`src/rtl/irq_request_latch.sv`:
```
// Request-capture stage feeding priority_encoder: edge-detects request lines into
// sticky pending bits, masks them and presents a frozen snapshot until acknowledged.
module irq_request_latch #(
    parameter int N      = 8,
    parameter int CODE_W = 3
) (
    input  logic              clk,
    input  logic              rst,
    input  logic [N-1:0]      irq_in,
    input  logic              mask_we,
    input  logic [N-1:0]      mask_in,
    output logic [N-1:0]      req_out,
    output logic              irq_valid,
    input  logic              ack,
    input  logic [CODE_W-1:0] ack_code,
    output logic [N-1:0]      pending,
    output logic [N-1:0]      overrun,
    output logic              bad_ack
);

    typedef enum logic [1:0] {
        IDLE = 2'd0,
        REQ  = 2'd1,
        HOLD = 2'd2
    } state_t;

    state_t state_reg, state_next;

    logic [N-1:0] irq_prev_reg;
    logic [N-1:0] pending_reg, pending_next;
    logic [N-1:0] overrun_reg, overrun_next;
    logic [N-1:0] mask_reg;
    logic [N-1:0] req_reg, req_next;
    logic         valid_reg;
    logic         bad_ack_reg, bad_ack_next;

    logic [N-1:0] rise;
    logic [N-1:0] ack_sel;
    logic [N-1:0] clr;
    logic         ack_hit;

    assign rise = irq_in & ~irq_prev_reg;

    // One-hot decode of ack_code; a code beyond N-1 selects nothing, so it
    // can never hit the snapshot and is reported as a bad ack.
    generate
        for (genvar gi = 0; gi < N; gi++) begin : g_bit
            assign ack_sel[gi]      = (ack_code == CODE_W'(gi));
            // A new edge wins over a same-cycle clear; the clear still wipes overrun.
            assign pending_next[gi] = rise[gi] | (pending_reg[gi] & ~clr[gi]);
            assign overrun_next[gi] = ~clr[gi] & (overrun_reg[gi] | (rise[gi] & pending_reg[gi]));
        end
    endgenerate

    assign ack_hit = |(ack_sel & req_reg);

    always_comb begin
        state_next   = state_reg;
        req_next     = req_reg;
        bad_ack_next = 1'b0;
        clr          = '0;
        case (state_reg)
            IDLE: begin
                if ((pending_reg & ~mask_reg) != '0) begin
                    req_next   = pending_reg & ~mask_reg;
                    state_next = REQ;
                end
            end
            REQ: begin
                if (ack) begin
                    if (ack_hit) begin
                        clr        = ack_sel;
                        state_next = HOLD;
                    end else begin
                        bad_ack_next = 1'b1;
                    end
                end
            end
            HOLD: begin
                req_next   = '0;
                state_next = IDLE;
            end
            default: begin
                req_next   = '0;
                state_next = IDLE;
            end
        endcase
    end

    always_ff @(posedge clk) begin
        if (rst) begin
            state_reg    <= IDLE;
            irq_prev_reg <= '0;
            pending_reg  <= '0;
            overrun_reg  <= '0;
            mask_reg     <= '0;
            req_reg      <= '0;
            valid_reg    <= 1'b0;
            bad_ack_reg  <= 1'b0;
        end else begin
            state_reg    <= state_next;
            irq_prev_reg <= irq_in;
            pending_reg  <= pending_next;
            overrun_reg  <= overrun_next;
            if (mask_we) begin
                mask_reg <= mask_in;
            end
            req_reg      <= req_next;
            valid_reg    <= (state_next == REQ);
            bad_ack_reg  <= bad_ack_next;
        end
    end

    assign req_out   = req_reg;
    assign irq_valid = valid_reg;
    assign pending   = pending_reg;
    assign overrun   = overrun_reg;
    assign bad_ack   = bad_ack_reg;

endmodule

```
`config.mk`:
```
export PLATFORM = sky130hd
export DESIGN_NAME = irq_request_latch
export DESIGN_NICKNAME = d
export VERILOG_FILES = /design/src/rtl/irq_request_latch.sv
export SDC_FILE = /design/constraint.sdc
export NUM_CORES = 1
export LEC_CHECK = 0
export BUFFER_PORTS_ARGS = -buffer_cell sky130_fd_sc_hd__buf_2
export CAP_MARGIN = 20
export CORE_UTILIZATION = 45
export CTS_BUF_LIST = sky130_fd_sc_hd__clkbuf_4 sky130_fd_sc_hd__clkbuf_8 sky130_fd_sc_hd__clkbuf_16
export CTS_CLUSTER_DIAMETER = 120
export CTS_CLUSTER_SIZE = 30
export DETAILED_ROUTE_END_ITERATION = 6
export PLACE_DENSITY = 0.8
export RECOVER_POWER = 50
export SLEW_MARGIN = 20
export SYNTH_ARGS = -nofsm -noshare
export SYNTH_HDL_FRONTEND = slang
export SYNTH_SLANG_ARGS = --single-unit
```
`constraint.sdc`:
```
create_clock -name clk -period 2.26 [get_ports clk]
set_input_delay 0.113 -clock clk [delete_from_list [all_inputs] [get_ports clk]]
set_output_delay 0.113 -clock clk [all_outputs]
set_load 0.01 [all_outputs]
```
==> Word level (Yosys, flattened, before mapping) <==
Cells that the tools add are included.
W data, S select, Z words.
{ "op_classes": {"bitwise": 55, "reduce_logical": 6, "muxes": 10, "n_eq_ne": 10} }
{ "ops": {"columns": ["op", "n"], "rows": [
  ["$mux W8", 4],
  ["$and A1 B1 Y1", 24],
  ["$and A8 B8 Y8", 3],
  ["$not A8 Y8", 2],
  ["$or A1 B1 Y1", 16],
  ["$pmux W8 S2", 1],
  ["$eq A3 B3 Y1 const B", 4],
  ["$not A1 Y1", 10],
  ["$reduce_bool A8 Y1", 1],
  ["$reduce_or A8 Y1", 1],
  ["$eq A3 B2 Y1 const B", 2],
  ["$mux W2", 3],
  ["$eq A2 B1 Y1 const B", 2],
  ["$pmux W2 S2", 1],
  ["$eq A3 B1 Y1 const B", 1],
  ["$logic_not A3 Y1", 1],
  ["$reduce_or A3 Y1", 1],
  ["$logic_not A2 Y1", 1],
  ["$ne A2 B2 Y1 const B", 1],
  ["$reduce_and A2 Y1", 1],
  ["$mux W1", 1]
]} }
{ "totals": {"out_inout_bits": 26, "regBits": 44, "inputBits": 23, "elab_cells": 89} }

==> Longest topological paths before layout <==
Gate-level depths: netlist of the first run.
{ "depth": {"depth_word": 9, "depth_mapped": 6, "ltp_nobuf": 5} }

==> Worst setup path after synthesis of the first run <==
Ideal clock, no wire load.
{ "synth_timing": {"path_type": "reg2reg", "startpoint": "reg req_reg[7] (netlist: req_out[7])", "endpoint": "reg pending_reg[1] (netlist: pending[1])", "required_ns": 2.190, "setup_slack_ns": 0.653, "arrival_time_ns": 1.537, "synth_period_minus_slack_ns": 1.607, "n_path_buf": 0, "setup_ns": 0.070, "path_stages_with_launch": 6, "path_cell_list": "dfxtp_1 -> mux2_1 -> mux4_2 -> nand3_4 -> o31ai_2 -> a21oi_2"} }
{ "synth_via": {"elab_chain_len": 8} }
{ "synth_lines": {"columns": ["element", "line", "source"], "rows": [
  ["start, declared", "33", "logic [N-1:0] req_reg, req_next;"],
  ["start signal, assigned", "108", "req_reg <= req_next;"],
  ["$and A8 B8 Y8", "55", "assign ack_hit = |(ack_sel & req_reg);"],
  ["$reduce_or A8 Y1", "55", null],
  ["$mux W8", "71", "if (ack_hit) begin"],
  ["$mux W8", "70", "if (ack) begin"],
  ["$mux W8", "62", "case (state_reg)"],
  ["$not A1 Y1", "50", "assign pending_next[gi] = rise[gi] | (pending_reg[gi] & ~clr[gi]);"],
  ["$and A1 B1 Y1", "50", null],
  ["$or A1 B1 Y1", "50", null],
  ["end signal, assigned", "103", "pending_reg <= pending_next;"],
  ["end, declared", "30", "logic [N-1:0] pending_reg, pending_next;"]
]} }
No other way between the ends.
A chain may end at the register's enable or synchronous reset.

==> Worst setup path after layout of the first run <==
{ "layout_timing": {"startpoint": "reg req_reg[6] (netlist: req_out[6])", "endpoint": "reg overrun_reg[1] (netlist: overrun[1])"} }
{ "layout_via": {"elab_chain_len": 7} }
{ "layout_lines": {"columns": ["element", "line", "source"], "rows": [
  ["$and A8 B8 Y8", "55", null],
  ["$reduce_or A8 Y1", "55", null],
  ["$mux W8", "71", null],
  ["$mux W8", "70", null],
  ["$mux W8", "62", null],
  ["$not A1 Y1", "51", "assign overrun_next[gi] = ~clr[gi] & (overrun_reg[gi] | (rise[gi] & pending_reg[gi]));"],
  ["$and A1 B1 Y1", "51", null],
  ["end signal, assigned", "104", "overrun_reg <= overrun_next;"],
  ["end, declared", "31", "logic [N-1:0] overrun_reg, overrun_next;"]
]} }
No other way between the ends.

==> results.toml, run 1 <==
[cts]
post_cts_clock_slew_at_the_launch_and_capture_registers_of_the_worst_setup_and_hold_paths_ps = 80
cts_max_level = 2
postCtsHoldBufs = 0
post-cts-setup-buffers = 0
cts_made_buffers = 5
cts-root-buf = "sky130_fd_sc_hd__clkbuf_8"
clk_path_buf_depth = 2
post_cts_resize_count = 0
tritoncts = "yes"
clkSinkCount = 44
clock_latency_ps = 290

[synthesis]
synth-edff-count = 0
syn_nets = 209
yosysWarningCount = 0
synthDominantAreaCellType = "sky130_fd_sc_hd__dfxtp_1"
instance_count_of_the_mapped_netlist = 186
yosys_register_bits = 44
yosys.cell_types.count = 31
post_synth.cell_area_avg_um2 = 9.61
synth_top_cell_area_share = 0.493
yosys_most_used_dff = "sky130_fd_sc_hd__dfxtp_1"
asyncSetResetFlopFracSynth = 0
post_synth_main_area_contributors = "sky130_fd_sc_hd__dfxtp_1, sky130_fd_sc_hd__mux2i_1, sky130_fd_sc_hd__nor3_2, sky130_fd_sc_hd__nor2b_1, sky130_fd_sc_hd__nor2_1"
syn-cell-area_mm2 = 0.00179
synth_sequential_area_ratio = 0.493

[place]
pre_cts_ws_ps = 561
port-buffer-count = 48
placed_cell_area_mm2 = 0.00205
final_weighted_congestion_of_routability_driven_global_placement = 0.739
dp_hpwl_um = 2730

[global_routing]
global_route.usage.total = 0.197
global_route_wire_length_before_repair_um = 6220
number_of_global_route_vias_before_repair = 1327
grt_overflow = 0
initial_antenna_violation_count = 0
grt_start_max_net_pins = 28

[power]
power.density_cell_area_mw_per_mm2 = 758
power.leakage_nw = 0.912
vdd.ir_drop.worst_mv = 0.535

[min_path]
timing.hold.worst.class = "in2reg"

[timing]
clock_skew_ps = 4.55
relative_slew_slack = 0.107
grt_setup_unrepaired = "false"
slew_violations = 0
finalHoldViolations = 0
final_critical_path_setup_slack_ps = 598
timing.final.crit_share = 0.735
timing.setup.tns_ps = 0
finalSetupViolations = 0
maxClockFrequency_mhz = 602
worst_slew_pin_slew_ps = 1340
layout_min_cycle_time_ps = 1660

[floorplanning]
floorplan.initialDensity = 0.478
die_w_um = 65.0
die_area_mm2 = 0.00423
core_area_mm2 = 0.00374
die_span_y_um = 65.0
floorplan.io_pins = 49
core.rowCount = 22

[routing]
wl_per_cell_um = 13.0
wirelength_um = 3670
vias = 1422
final_antenna_net_count = 0
firstDrtPassIters = 4
first_iter_violations = 81
via_to_cell_ratio = 5.06
drc_errors = 0

[critical_path]
category_of_the_worst_setup_path_launch_point = "flop"
setup.worst_path.end_class = "flop"
arrival_ps = 1890
critical_path_class = "reg2reg"
worst_ep_required_time_ps = 2480
crit_fanout = 8

[outcome]
run_status = "finished clean"

[cells_and_area]
post-route-cell-area_mm2 = 0.00212
diodes = 0
flow.area_growth_from_synthesis_pct = 18.8
nets = 255
share_of_post_route_cells_with_drive_strength_above_1 = 0.266

[run]
timing.max_cap.violations = 0
critical path, stage by stage (launching register included):
cell                      delay [ps]
sky130_fd_sc_hd__dfxtp_1         340
sky130_fd_sc_hd__mux2_1          280
sky130_fd_sc_hd__mux4_2          570
sky130_fd_sc_hd__nand3_4         200
sky130_fd_sc_hd__nor3_2           60
sky130_fd_sc_hd__nor3_2          150
metal layers:
layer	track usage	wire length, µm
met5	0	0
met4	0.0734	37
met3	0.0669	205
met2	0.314	1780
met1	0.244	1650
area by class of cell:
| cell class | count | area (µm²) |
|---|---|---|
| Fill cell | 370 | 1620 |
| Sequential cell | 44 | 881 |
| Multi-Input combinational cell | 123 | 832 |
| Timing Repair Buffer | 49 | 219 |
| Clock buffer | 8 | 97.6 |
| Tap cell | 48 | 60.1 |
| Inverter | 9 | 33.8 |
kinds of logic after synthesis:
family | share of synthesized area
simple gates | 0.251
flops | 0.493
mux | 0.0938
compound gates | 0.120
buf+inv | 0.0420
power by group:
part	internal, W	switching, W	total [W]	leakage [nW]
Combinational	0.0000960	0.000128	0.000224	0.496
Sequential	0.000827	0.0000387	0.000866	0.363
Clock	0.000273	0.000246	0.000520	0.0523
cells in the final DEF, fill, tap and decap left out, drive strengths merged:
cell type   n
nand3       1
nand2      15
a41o        1
mux2i      10
nor3       10
a31oi       8
and3b       1
nand2b      9
dfxtp      44
a21oi      15
nor2       23
o32ai       1
buf        28
nand3b      1
inv         9
clkbuf     29
nor3b       1
o31ai       2
mux4        1
o21ai       5
nor4        1
nor2b      13
mux2        4
or2         1
path summary, 6_finish.rpt:
kind | slack, ps | from | cells after the start | to
setup / recovery | 600 | req_out[6] | 5 | overrun[1]
hold / removal | 50 | mask_in[2] | 3 | mask_reg[2]
setup reg to reg | 600 | req_out[6] | 5 | overrun[1]
hold reg to reg | 470 | irq_prev_reg[4] | 1 | pending[4]
synth_stat cells (2+ instances only):
master                     count
sky130_fd_sc_hd__nand2_1      15
sky130_fd_sc_hd__o21ai_1       2
sky130_fd_sc_hd__mux2_1        2
sky130_fd_sc_hd__mux2_2        2
sky130_fd_sc_hd__inv_1         9
sky130_fd_sc_hd__nor2_1       20
sky130_fd_sc_hd__buf_1         2
sky130_fd_sc_hd__a31oi_1       8
sky130_fd_sc_hd__buf_2         3
sky130_fd_sc_hd__nor2_2        3
sky130_fd_sc_hd__a21oi_1      11
sky130_fd_sc_hd__nand2b_1      9
sky130_fd_sc_hd__clkbuf_1      5
sky130_fd_sc_hd__mux2i_1      10
sky130_fd_sc_hd__dfxtp_1      44
sky130_fd_sc_hd__nor3_2        9
sky130_fd_sc_hd__a21oi_2       4
sky130_fd_sc_hd__nor2b_1      13
sky130_fd_sc_hd__o21ai_2       3
stage by stage:
step / utilization / power [W] / cells / hold slack (ps)
global route: 0.567 / 0.00170 / 281 / 51.0
CTS: 0.575 / 0.00163 / 281 / 47.5
global placement: 0.549 / 0.00111 / 273 / 346
finish: 0.567 / 0.00161 / 281 / 50.7
detailed placement: 0.549 / 0.00112 / 273 / 355
floorplan: - / 0.00103 / 186 / 241
Power figures use the tool's default switching activity.
==> inputs of run 2 (changes only) <==
--- a/config.mk
+++ b/config.mk
@@ -12,7 +12,7 @@
 export CTS_CLUSTER_DIAMETER = 120
 export CTS_CLUSTER_SIZE = 30
 export DETAILED_ROUTE_END_ITERATION = 6
-export PLACE_DENSITY = 0.8
+export PLACE_DENSITY = 0.83
 export RECOVER_POWER = 50
 export SLEW_MARGIN = 20
 export SYNTH_ARGS = -nofsm -noshare
==> constraint.sdc (replaced) <==
create_clock -name clk -period 1.4 [get_ports clk]
set_input_delay 0.07 -clock clk [delete_from_list [all_inputs] [get_ports clk]]
set_output_delay 0.07 -clock clk [all_outputs]
set_load 0.01 [all_outputs]
==> results.toml, run 2 (synthesized netlist as in run 1, its figures left out) <==
[outcome]
run_status = "finished with violations"
violations_in_the_final_reports = "negative setup slack"

[routing]
drc_errors = 0
firstDrtPassIters = 4
first_iter_violations = 86
wirelength_um = 4290
vias = 1532
wl_per_cell_um = 13.9
final_antenna_net_count = 0
via_to_cell_ratio = 4.97

[power]
power.density_cell_area_mw_per_mm2 = 1130
cellInternalPower_w = 0.00205
clk_network_pwr_share = 0.306
switching_power_share_of_the_total = 0.261
share_seq_of_total_power = 0.499
power.leakage_nw = 1.11
vdd.ir_drop.worst_mv = 0.816
net-switching-power_w = 0.000724
comb_power_share = 0.194

[global_routing]
initial_antenna_violation_count = 0
grt_overflow = 0
global_route.usage.total = 0.218
number_of_global_route_vias_before_repair = 1427
global_route_wire_length_before_repair_um = 6750
grt_start_max_net_pins = 19

[floorplanning]
die_w_um = 65.0
core_area_mm2 = 0.00374
die_area_mm2 = 0.00423
core.rowCount = 22
floorplan.initialDensity = 0.478
die_span_y_um = 65.0
floorplan.io_pins = 49

[critical_path]
crit_slowest_cell = "sky130_fd_sc_hd__mux4_2"
critical_path.max_stage_delay_ps = 560
critical_path_class = "reg2reg"
setup.worst_path.end_class = "flop"
worst_ep_required_time_ps = 1620
category_of_the_worst_setup_path_launch_point = "flop"
crit_fanout = 7
timing.critical_path.cells = "mux2_4 -> mux4_2 -> nand3b_4 -> o31ai_1 -> a21oi_1"
arrival_ps = 1840

[cells_and_area]
flow.area_growth_from_synthesis_pct = 36.9
finalNonFillerCells = 308
mostFrequentLayoutCells = "sky130_fd_sc_hd__buf_2, sky130_fd_sc_hd__dfxtp_1, sky130_fd_sc_hd__buf_4, sky130_fd_sc_hd__nor2_1, sky130_fd_sc_hd__nand2_1"
diodes = 0
nets = 282
layout.cells.most_common = "sky130_fd_sc_hd__buf_2"
share_of_post_route_cells_with_drive_strength_above_1 = 0.477

[cts]
clkSinkCount = 44
cts_made_buffers = 5
cts-root-buf = "sky130_fd_sc_hd__clkbuf_8"
tritoncts = "yes"
clock_latency_ps = 300
cts_max_level = 2
clk_path_buf_depth = 2
post_cts_clock_slew_at_the_launch_and_capture_registers_of_the_worst_setup_and_hold_paths_ps = 80

[min_path]
timing.hold.worst.class = "in2reg"

[timing]
finalHoldViolations = 0
relative_slew_slack = 0.557
timing.final.crit_share = 1.16
final_critical_path_setup_slack_ps = -219
timing.hold.ws_ps = 9.16
maxClockFrequency_mhz = 618
clock_skew_ps = 5.58
slew_violations = 0
finalSetupViolations = 23
layout_min_cycle_time_ps = 1620
worst_slew_pin_slew_ps = 664
grt_setup_unrepaired = "true"

[place]
final_weighted_congestion_of_routability_driven_global_placement = 0.822
dp_hpwl_um = 3150
dpl.cell_count = 297
port-buffer-count = 48

[run]
timing.max_cap.violations = 0
-- run 2: metrics by stage --
stage	setup WS, ps	utilization	instance area [µm²]	power [W]	setup TNS [ps]
floorplan	-146	-	1830	0.00169	-2070
global placement	-134	0.606	2270	0.00188	-2340
detailed placement	-209	0.606	2270	0.00190	-3640
CTS	-203	0.642	2400	0.00275	-3440
global route	-279	0.654	2450	0.00291	-5080
finish	-219	0.654	2450	0.00277	-3360
-- run 2: layout make-up --
cell class,instances,area (µm²)
clock buffer,8,97.6
fill,323,1300
inverter,9,33.8
multi-input combinational,123,921
sequential,44,890
tap,48,60.1
timing repair buffer,76,445
-- run 2: power by group through the flow --
stage	registers (W)	logic [W]	clock network, W
after floorplan	0.00143	0.000251	0
after global placement	0.00140	0.000477	0
final	0.00138	0.000539	0.000849
after global routing	0.00139	0.000586	0.000931
after CTS	0.00138	0.000511	0.000861
after detailed placement	0.00141	0.000491	0
-- run 2: worst max-delay path, delay by kind of cell, from the launching register on --
kind	cells	cell delay (ps)
multiplexers	2	820
AO/OA/AOI/OAI	2	230
flip-flops	1	320
AND/OR/NAND/NOR	1	170
-- run 2: what timing repair did --
action,4_1_cts,5_1_grt
buffers inserted,0,2
cloned,1,0
setup endpoints to repair,22,28
hold buffers,0,0
endpoints found under the hold margin,0,0
resized for setup,9,10
pin swaps,5,6
-- run 2: per-layer routing --
metal / up-vias / wire [µm] / GRT usage
met3: 9 / 174 / 0.0528
met5: - / 0 / 0
li1: 777 / - / -
met1: 707 / 1900 / 0.260
met4: 0 / 95 / 0.0978
met2: 39 / 2110 / 0.367
-- run 2: path summary, 6_finish.rpt --
kind                    from               to  slack (ps)  cells after the start
min reg2reg  irq_prev_reg[7]       pending[7]         510                      3
max reg2reg       req_out[6]       pending[0]        -220                      5
max               req_out[6]       pending[0]        -220                      5
min                irq_in[1]  irq_prev_reg[1]           9                      2
==> inputs of run 3 (changes only) <==
--- a/config.mk
+++ b/config.mk
@@ -5,8 +5,10 @@
 export SDC_FILE = /design/constraint.sdc
 export NUM_CORES = 1
 export LEC_CHECK = 0
+export ABC_AREA = 0
 export BUFFER_PORTS_ARGS = -buffer_cell sky130_fd_sc_hd__buf_2
 export CAP_MARGIN = 20
+export CORE_ASPECT_RATIO = 0.5
 export CORE_UTILIZATION = 45
 export CTS_BUF_LIST = sky130_fd_sc_hd__clkbuf_4 sky130_fd_sc_hd__clkbuf_8 sky130_fd_sc_hd__clkbuf_16
 export CTS_CLUSTER_DIAMETER = 120
==> results.toml, run 3 (synthesized netlist as in run 1, its figures left out) <==
[cts]
clock_latency_ps = 300
clkSinkCount = 44
clk_path_buf_depth = 2
postCtsHoldBufs = 0
post_cts_clock_slew_at_the_launch_and_capture_registers_of_the_worst_setup_and_hold_paths_ps = 80
cts_made_buffers = 5
cts_max_level = 2
cts-root-buf = "sky130_fd_sc_hd__clkbuf_8"
tritoncts = "yes"

[critical_path]
timing.critical_path.cells = "mux2_4 -> mux4_2 -> nand3b_4 -> o31ai_4 -> a21oi_1"
critical_path_class = "reg2reg"
critical_path.max_stage_delay_ps = 570
crit_slowest_cell = "sky130_fd_sc_hd__mux4_2"
arrival_ps = 1880
category_of_the_worst_setup_path_launch_point = "flop"
crit_fanout = 7
setup.worst_path.end_class = "flop"
worstRegToRegCells = 5
worst_ep_required_time_ps = 1620

[power]
share_seq_of_total_power = 0.487
vdd.ir_drop.worst_mv = 0.497
clk_network_pwr_share = 0.304
power.leakage_nw = 1.16
switching_power_share_of_the_total = 0.272
comb_power_share = 0.209
power.density_cell_area_mw_per_mm2 = 1130
cellInternalPower_w = 0.00208
net-switching-power_w = 0.000776

[cells_and_area]
nets = 283
diodes = 0
seq_area_um2 = 895
layout.cells.most_common = "sky130_fd_sc_hd__buf_2"
share_of_post_route_cells_with_drive_strength_above_1 = 0.548
multi_input_area_um2 = 952
post-route-cell-area_mm2 = 0.00251
filler_cell_count = 265
mostFrequentLayoutCells = "sky130_fd_sc_hd__buf_2, sky130_fd_sc_hd__dfxtp_1, sky130_fd_sc_hd__buf_4, sky130_fd_sc_hd__nor2_1"
flow.area_growth_from_synthesis_pct = 40.7

[place]
final_weighted_congestion_of_routability_driven_global_placement = 0.819
placed_cell_area_mm2 = 0.00224
pre_cts_ws_ps = -237
port-buffer-count = 48
dp_hpwl_um = 3210

[global_routing]
grt_overflow = 0
grt_start_max_net_pins = 21
number_of_global_route_vias_before_repair = 1534
global_route_wire_length_before_repair_um = 7030
global_route.usage.total = 0.225
initial_antenna_violation_count = 0

[routing]
via_to_cell_ratio = 5.21
firstDrtPassIters = 4
wl_per_cell_um = 15.6
final_antenna_net_count = 0
wirelength_um = 4860
drc_errors = 0
vias = 1626
first_iter_violations = 84

[run]
timing.max_cap.violations = 0

[timing]
relative_slew_slack = 0.737
clock_skew_ps = 5.88
layout_min_cycle_time_ps = 1660
timing.final.crit_share = 1.18
slew_violations = 0
finalSetupViolations = 28
finalHoldViolations = 0
final_critical_path_setup_slack_ps = -256
worst_slew_pin_slew_ps = 395
grt_setup_unrepaired = "true"
maxClockFrequency_mhz = 604

[floorplanning]
floorplan.initialDensity = 0.496
floorplan.io_pins = 49
core.rowCount = 15
die_span_y_um = 46.6
die_w_um = 91.1
die_area_mm2 = 0.00424
core_area_mm2 = 0.00360

[outcome]
run_status = "finished with violations"
violations_in_the_final_reports = "negative setup slack"

[min_path]
timing.hold.worst.class = "in2reg"
hold_path_depth = 3
run 3: final cells by class:
| type | instances | share of cell area |
|---|---|---|
| multi-input cells | 123 | 0.379 |
| flip-flops and latches | 44 | 0.356 |
| repair buffers | 77 | 0.188 |
| clock buffers | 8 | 0.0388 |
| well taps | 51 | 0.0254 |
| inverters | 9 | 0.0134 |
run 3: what timing repair did:
action | 4_1_cts | 5_1_grt
setup endpoints to repair | 22 | 28
pin swaps | 6 | 14
gates cloned | 1 | 0
setup buffers | 4 | 4
resized for setup | 12 | 20
run 3: power groups by stage:
stage	Combinational (W)	Sequential (W)	Clock, W
2_1_floorplan	0.000251	0.00143	0
3_3_place_gp	0.000458	0.00141	0
3_5_place_dp	0.000475	0.00141	0
4_1_cts	0.000517	0.00138	0.000863
5_1_grt	0.000635	0.00140	0.000922
6_report	0.000595	0.00139	0.000868
run 3: worst paths after layout:
kind | startpoint | end | slack [ps]
setup / recovery | req_out[6] | pending[0] | -260
hold / removal | mask_in[2] | mask_reg[2] | 10
setup reg to reg | req_out[6] | pending[0] | -260
hold reg to reg | irq_prev_reg[4] | pending[4] | 490
run 3: per-stage QoR:
stage	std cells	hold slack, ps	TNS (ps)	power, W	util
2_1_floorplan	186	198	-2070	0.00169	-
3_3_place_gp	295	302	-2750	0.00187	0.620
3_5_place_dp	295	315	-4020	0.00189	0.620
4_1_cts	308	10.6	-4030	0.00276	0.669
5_1_grt	312	17.3	-6340	0.00295	0.698
6_report	312	10.1	-5060	0.00285	0.698
run 3: routing by layer:
| layer | up-vias | wire [µm] | global-route usage |
|---|---|---|---|
| li1 | 770 | - | - |
| met2 | 66 | 2410 | 0.405 |
| met5 | - | 0 | 0 |
| met1 | 779 | 2040 | 0.259 |
| met4 | 0 | 84 | 0.117 |
| met3 | 11 | 328 | 0.0611 |
run 3: critical path, delay by kind of cell, from the launching register on:
kind	cells	cell delay, ps
AOI/OAI and AO/OA	2	210
DFF	1	330
muxes	2	830
and+or+nand+nor	1	200
